[config.mk]
export PLATFORM = sky130hd
export DESIGN_NAME = fifo_wr_arbiter_flat
export DESIGN_NICKNAME = d
export VERILOG_FILES = /design/src/rtl/fifo_wr_arbiter_pkg.sv /design/src/rtl/fifo_wr_arbiter_if.sv /design/src/rtl/fifo_wr_arbiter_rr_pick.sv /design/src/rtl/fifo_wr_arbiter.sv /design/src/flat_wrapper.sv
export SDC_FILE = /design/constraint.sdc
export NUM_CORES = 1
export LEC_CHECK = 0
export CAP_MARGIN = 40
export CORE_MARGIN = 2
export CORE_UTILIZATION = 37
export CTS_BUF_LIST = sky130_fd_sc_hd__clkbuf_2
export DETAILED_ROUTE_END_ITERATION = 6
export PLACE_DENSITY = 0.79
export SLEW_MARGIN = 15
export SYNTH_ARGS = -nofsm -noshare
export SYNTH_HDL_FRONTEND = slang
export SYNTH_HIERARCHICAL = 1
export SYNTH_SLANG_ARGS = --single-unit
[constraint.sdc]
create_clock -name clk -period 2.5 [get_ports clk]
set_input_delay 0.25 -clock clk [delete_from_list [all_inputs] [get_ports clk]]
set_output_delay 0.25 -clock clk [all_outputs]
set_load 0.1 [all_outputs]
[src/rtl/fifo_wr_arbiter_pkg.sv]
// Shared types and sizing helpers for the FIFO write-side arbiter.
package fifo_arb_pkg;

   typedef enum logic {
      IDLE  = 1'b0,
      GRANT = 1'b1
   } arb_state_e;

   function automatic int unsigned id_w(input int unsigned n_req);
      return (n_req <= 2) ? 1 : $clog2(n_req);
   endfunction

   function automatic int unsigned beat_w(input int unsigned burst);
      return $clog2(burst) + 1;
   endfunction

   localparam int unsigned BURST_DFLT  = 4;
   localparam int unsigned BEAT_W_DFLT = beat_w(BURST_DFLT);

endpackage

[src/rtl/fifo_wr_arbiter_if.sv]
// Producer handshake + FIFO write port bundle. Optional FIFO_ARB_TAG_EN widens
// fifo_wdata by the source ID.
interface fifo_wr_arbiter_if
   import fifo_arb_pkg::*;
#(
   parameter int unsigned N_REQ      = 4,
   parameter int unsigned DATA_WIDTH = 8
) ();
   localparam int unsigned ID_W = id_w(N_REQ);
`ifdef FIFO_ARB_TAG_EN
   localparam int unsigned WD_W = DATA_WIDTH + ID_W;
`else
   localparam int unsigned WD_W = DATA_WIDTH;
`endif

   logic [N_REQ-1:0]            req_valid;
   logic [N_REQ*DATA_WIDTH-1:0] req_data;
   logic [N_REQ-1:0]            req_ready;
   logic                        fifo_full;
   logic                        fifo_wren;
   logic [WD_W-1:0]             fifo_wdata;
   logic [ID_W-1:0]             grant_id;
   logic                        busy;

   modport master (
      input  req_valid, req_data, fifo_full,
      output req_ready, fifo_wren, fifo_wdata, grant_id, busy
   );

   modport slave (
      output req_valid, req_data, fifo_full,
      input  req_ready, fifo_wren, fifo_wdata, grant_id, busy
   );
endinterface

[src/rtl/fifo_wr_arbiter_rr_pick.sv]
// Combinational rotating-priority finder: first set bit of req at or after base,
// wrapping modulo N_REQ (N_REQ need not be a power of two).
module rr_pick #(
   parameter int unsigned N_REQ = 4,
   parameter int unsigned ID_W  = 2
) (
   input  logic [N_REQ-1:0] req,
   input  logic [ID_W-1:0]  base,
   output logic             found,
   output logic [ID_W-1:0]  idx
);
   int unsigned     c;
   logic [ID_W-1:0] c_id;

   always_comb begin
      found = 1'b0;
      idx   = '0;
      c     = 0;
      c_id  = '0;
      for (int unsigned i = 0; i < N_REQ; i++) begin
         c = 32'(base) + i;
         if (c >= N_REQ) c = c - N_REQ;
         c_id = ID_W'(c);
         if (!found && req[c_id]) begin
            found = 1'b1;
            idx   = c_id;
         end
      end
   end
endmodule

[src/rtl/fifo_wr_arbiter.sv]
// Round-robin arbiter sharing one FIFO write port between N_REQ producers in
// bursts of up to BURST words. FIFO_ARB_TAG_EN prepends the owner ID to fifo_wdata.
module fifo_wr_arbiter
   import fifo_arb_pkg::*;
#(
   parameter int unsigned N_REQ      = 4,
   parameter int unsigned DATA_WIDTH = 8,
   parameter int unsigned BURST      = BURST_DFLT
) (
   input logic               clk,
   input logic               rst_n,
   fifo_wr_arbiter_if.master bus
);
   localparam int unsigned       ID_W      = id_w(N_REQ);
   localparam int unsigned       BEAT_W    = beat_w(BURST);
   localparam logic [BEAT_W-1:0] LAST_BEAT = BEAT_W'(BURST - 1);
   localparam logic [ID_W-1:0]   LAST_ID   = ID_W'(N_REQ - 1);

   arb_state_e              state, state_nx;
   logic [ID_W-1:0]         owner, owner_nx, rr_ptr, rr_nx;
   logic [ID_W-1:0]         owner_inc, pick_base, pick_idx;
   logic [BEAT_W-1:0]       beat_cnt, beat_nx;
   logic                    pick_found, own_valid, xfer, rel;
   logic [DATA_WIDTH-1:0]   own_data;

   assign owner_inc = (owner == LAST_ID) ? '0 : owner + 1'b1;
   // One finder serves both the IDLE pick and the same-cycle handover search.
   assign pick_base = (state == GRANT) ? owner_inc : rr_ptr;

   rr_pick #(.N_REQ(N_REQ), .ID_W(ID_W)) u_pick (
      .req   (bus.req_valid),
      .base  (pick_base),
      .found (pick_found),
      .idx   (pick_idx)
   );

   assign own_valid = bus.req_valid[owner];
   assign own_data  = bus.req_data[32'(owner) * DATA_WIDTH +: DATA_WIDTH];
   assign xfer      = (state == GRANT) && own_valid && !bus.fifo_full;
   assign rel       = (state == GRANT) && (!own_valid || (xfer && beat_cnt == LAST_BEAT));

   assign bus.grant_id = owner;
   assign bus.busy     = (state == GRANT);

   always_comb begin
      state_nx       = state;
      owner_nx       = owner;
      beat_nx        = beat_cnt;
      rr_nx          = rr_ptr;
      bus.req_ready  = '0;
      bus.fifo_wren  = 1'b0;
      bus.fifo_wdata = '0;
      case (state)
         IDLE: begin
            if (pick_found) begin
               state_nx = GRANT;
               owner_nx = pick_idx;
               beat_nx  = '0;
            end
         end
         GRANT: begin
            bus.req_ready[owner] = !bus.fifo_full;
            bus.fifo_wren        = xfer;
`ifdef FIFO_ARB_TAG_EN
            bus.fifo_wdata = {owner, own_data};
`else
            bus.fifo_wdata = own_data;
`endif
            if (xfer) beat_nx = beat_cnt + 1'b1;
            if (rel) begin
               rr_nx   = owner_inc;
               beat_nx = '0;
               if (pick_found) owner_nx = pick_idx;
               else            state_nx = IDLE;
            end
         end
         default: state_nx = IDLE;
      endcase
   end

   always_ff @(posedge clk or negedge rst_n) begin
      if (!rst_n) begin
         state    <= IDLE;
         owner    <= '0;
         rr_ptr   <= '0;
         beat_cnt <= '0;
      end else begin
         state    <= state_nx;
         owner    <= owner_nx;
         rr_ptr   <= rr_nx;
         beat_cnt <= beat_nx;
      end
   end
endmodule

[src/flat_wrapper.sv]
// flat-port wrapper written by rule: the top's interface ports become plain ports
module fifo_wr_arbiter_flat import fifo_arb_pkg::*;
#(
   parameter int unsigned N_REQ      = 4,
   parameter int unsigned DATA_WIDTH = 8,
   parameter int unsigned BURST      = BURST_DFLT
)
  (clk, rst_n, bus_req_valid, bus_req_data, bus_fifo_full, bus_req_ready, bus_fifo_wren, bus_fifo_wdata, bus_grant_id, bus_busy);
  fifo_wr_arbiter_if #(.N_REQ(N_REQ), .DATA_WIDTH(DATA_WIDTH)) bus_i ();
  input logic clk;
  input logic rst_n;
  input wire logic [$bits(bus_i.req_valid)-1:0] bus_req_valid;
  input wire logic [$bits(bus_i.req_data)-1:0] bus_req_data;
  input wire logic [$bits(bus_i.fifo_full)-1:0] bus_fifo_full;
  output wire logic [$bits(bus_i.req_ready)-1:0] bus_req_ready;
  output wire logic [$bits(bus_i.fifo_wren)-1:0] bus_fifo_wren;
  output wire logic [$bits(bus_i.fifo_wdata)-1:0] bus_fifo_wdata;
  output wire logic [$bits(bus_i.grant_id)-1:0] bus_grant_id;
  output wire logic [$bits(bus_i.busy)-1:0] bus_busy;
  assign bus_i.req_valid = bus_req_valid;
  assign bus_i.req_data = bus_req_data;
  assign bus_i.fifo_full = bus_fifo_full;
  assign bus_req_ready = bus_i.req_ready;
  assign bus_fifo_wren = bus_i.fifo_wren;
  assign bus_fifo_wdata = bus_i.fifo_wdata;
  assign bus_grant_id = bus_i.grant_id;
  assign bus_busy = bus_i.busy;
  fifo_wr_arbiter #(.N_REQ(N_REQ), .DATA_WIDTH(DATA_WIDTH), .BURST(BURST)) u_core (.clk(clk), .rst_n(rst_n), .bus(bus_i));
endmodule
==> results.md <==
- Initial Utilization: 39.2%
- Final worst path period need: 2.15 ns
- Part of the power in registers: 14.4%
- Layout area overhead: 72.0%
- CTS tree: built
- Max-Cap Viols: 0
- Most common cell after layout, fill and taps aside: clkdlybuf4s50_1
- Crit path max fanout: 15
- Core ar.: 0.00221 mm²
- WL final: 2320 µm
- Buffers on Ports: 54
- Least-Margin Pin Slew: 0.431 ns
- Clock buffer depth: 2
- Clock Tree Root: clkbuf_2
- Internal: 824 µW
- Worst endpoint data arrival time: 1.90 ns
- Design Area, Final: 0.00149 mm²
- CTS Hold Bufs: 0
- Placed insts: 165
- Iter 0 DRT Violations: 9
- Net Sw Power: 1.26 mW
- Seq cells post-synth: 8
- Kind of critical path: flop to output pin
- Final setup fails: 0
- DP Area: 0.00147 mm²
- # nets final: 187
- Clk sink count: 8
- Pin count of the biggest net entering global routing: 16
- PnR worst setup slack: 0.350 ns
- Routability cong.: 0.806
- WL per Instance: 13.7 µm
- Commonest non-fill, non-tap cells in the layout: 38 x clkdlybuf4s50_1, 13 x inv_1, 12 x buf_4
- PwrDens: 1400 mW/mm²
- Required @ worst endpoint: 2.25 ns
- Share of total power in the clock network: 4.1%
- Die height: 52.4 µm
- Worst Hold Class: primary input to async pin
- Library cells used by synthesis: 25
- Total power: 2.09 mW
- Largest cells by area after synthesis: mux4_2 23%, dfrtp_1 23%, and2_1 8.7%
- Post-CTS setup buffer count: 0
- Drt drc: 0
- Slowest library cell on the worst path: mux4_2
- Leakage power: 0.635 nW
- Post-synth top area share: 23.4%
- Comb pwr share: 81.5%
- ANT nets after route: 0
- Max Slew Vio Count: 0
- Vias in the first global route: 822
- Final setup TNS: 0 ns
- Crit path largest cell delay: 0.66 ns
- GRT Overall Usage: 17.6%
- Dpl hpwl: 1970 µm
- Startpoint Class: flop
- # fillers: 196
- Num CTS Buffers: 3
- Post-cts resize count: 0
- CP endpoint kind: output pin
- Outcome: finished clean
- Setup repair after global routing missed its margin: no
- Register area: 203 µm²
- Crit share post-route: 86.0%
- Util after Layout: 67.4%
- Worst-Skew Late Latency: 0.24 ns
- Clock Skews: 0.000186 ns
- Antenna diodes: 0
- Multi-input logic area: 611 µm²
- Final Hold Fails: 0
- Synthesized cell area: 867 µm²
- Ys Warns: 6
- Clock slew at reported path FFs: 0.07 ns
- Row count: 17
- Pre-Repair DR Iteration Count: 4
- Worst path cell trace: mux4_2 -> nand2_1 -> inv_1 -> buf_12
- Syn Nets: 131
- I/O pins: 55
- Routed vias/inst: 5.05
- Peak ir drop on the vdd network: 1.03 mV
- Final non-filler cell total: 169
- First-pass GRT wire length: 3530 µm
- Die width: 52.4 µm
- Avg Synthesized Cell Area: 10.1 µm²
- Share of post-route cells with drive strength above 1: 34.8%
- Routed vias: 854
- FMAX: 465 MHz
- Pre-CTS WS: 0.497 ns
- Hold slack: 0.283 ns
- Die area: 0.00275 mm²
- Register area share after synthesis: 23.1%
- Post-Synthesis Cells: 86
- Initial antenna violation count: 0
- Grt total ovfl: 0
- Relative slew margins: 71.3%
- Synth area leader: mux4_2
- H-tree levels: 1
- Sw Ratio: 60.5%
==> power groups by stage <==
stage               combinational, mW  clock (mW)  sequential, mW
floorplan                        1.27           0           0.353
global placement                 1.68           0           0.305
detailed placement               1.70           0           0.307
CTS                              1.70      0.0908           0.307
global route                     1.77      0.0997           0.316
finish                           1.70      0.0860           0.301
==> metal layers <==
metal	global-route usage (%)	share of wire [%]
met1	17.1	37
met4	5.98	0.82
met3	4.57	3.4
met2	34.8	58
met5	0	0
==> path summary, 6_finish.rpt <==
path	startpoint	to	slack, ns	cells past startpoint
max	u_core/bus.grant_id[0]	bus_fifo_wren	0.35	4
min	rst_n	u_core/rr_ptr[0]	0.28	1
max reg2reg	u_core/bus.grant_id[0]	u_core/bus.grant_id[0]	0.53	6
min reg2reg	u_core/beat_cnt[0]	u_core/beat_cnt[0]	0.49	1
max in group asynchronous	rst_n	u_core/bus.grant_id[1]	1.94	1
min in group clk	u_core/beat_cnt[0]	u_core/beat_cnt[0]	0.49	1
==> sequential cells by signal (all words and copies together) (netlist names) <==
| register | flops |
|---|---|
| u_core/rr_ptr | 2 |
| u_core/bus.busy | 1 |
| u_core/beat_cnt | 3 |
| u_core/bus.grant_id | 2 |
==> cells by family after synthesis <==
logic type                 count (synthesis)  share of synthesized area [%]
buffers and inverters                     18                           8.08
DFF                                        8                           23.1
AOI/OAI and AO/OA                         16                           14.3
muxes                                     15                           31.0
adders and majority gates                  6                           8.66
and+or+nand+nor                           23                           14.9
==> cell usage after synthesis <==
master	number
o211ai_1	1
nand2b_1	2
a31oi_1	2
o32ai_1	2
mux2_1	2
and2_1	12
nand3_1	2
ha_1	6
a21oi_1	5
nand2_1	2
a221o_1	1
a31oi_4	1
mux2i_1	1
clkbuf_1	2
mux4_2	9
mux2_2	3
inv_2	1
o221ai_1	1
inv_1	13
nor2_1	3
o21ai_0	2
dfrtp_1	8
a21boi_2	1
nor2b_1	2
buf_2	2
==> area by class of cell <==
type | instances | share of cell area [%]
inverters | 14 | 3.52
well taps | 28 | 2.35
flip-flops and latches | 8 | 13.6
repair buffers | 55 | 38.3
multi-input cells | 60 | 40.9
clock buffers | 4 | 1.34
==> worst max-delay path: cells and delay by family (launching register included) <==
kind / cells / cell delay, ns
buffers and inverters: 2 / 0.24
AND/OR/NAND/NOR: 1 / 0.15
multiplexers: 1 / 0.66
flip-flops: 1 / 0.61
Power figures use the tool's default switching activity.
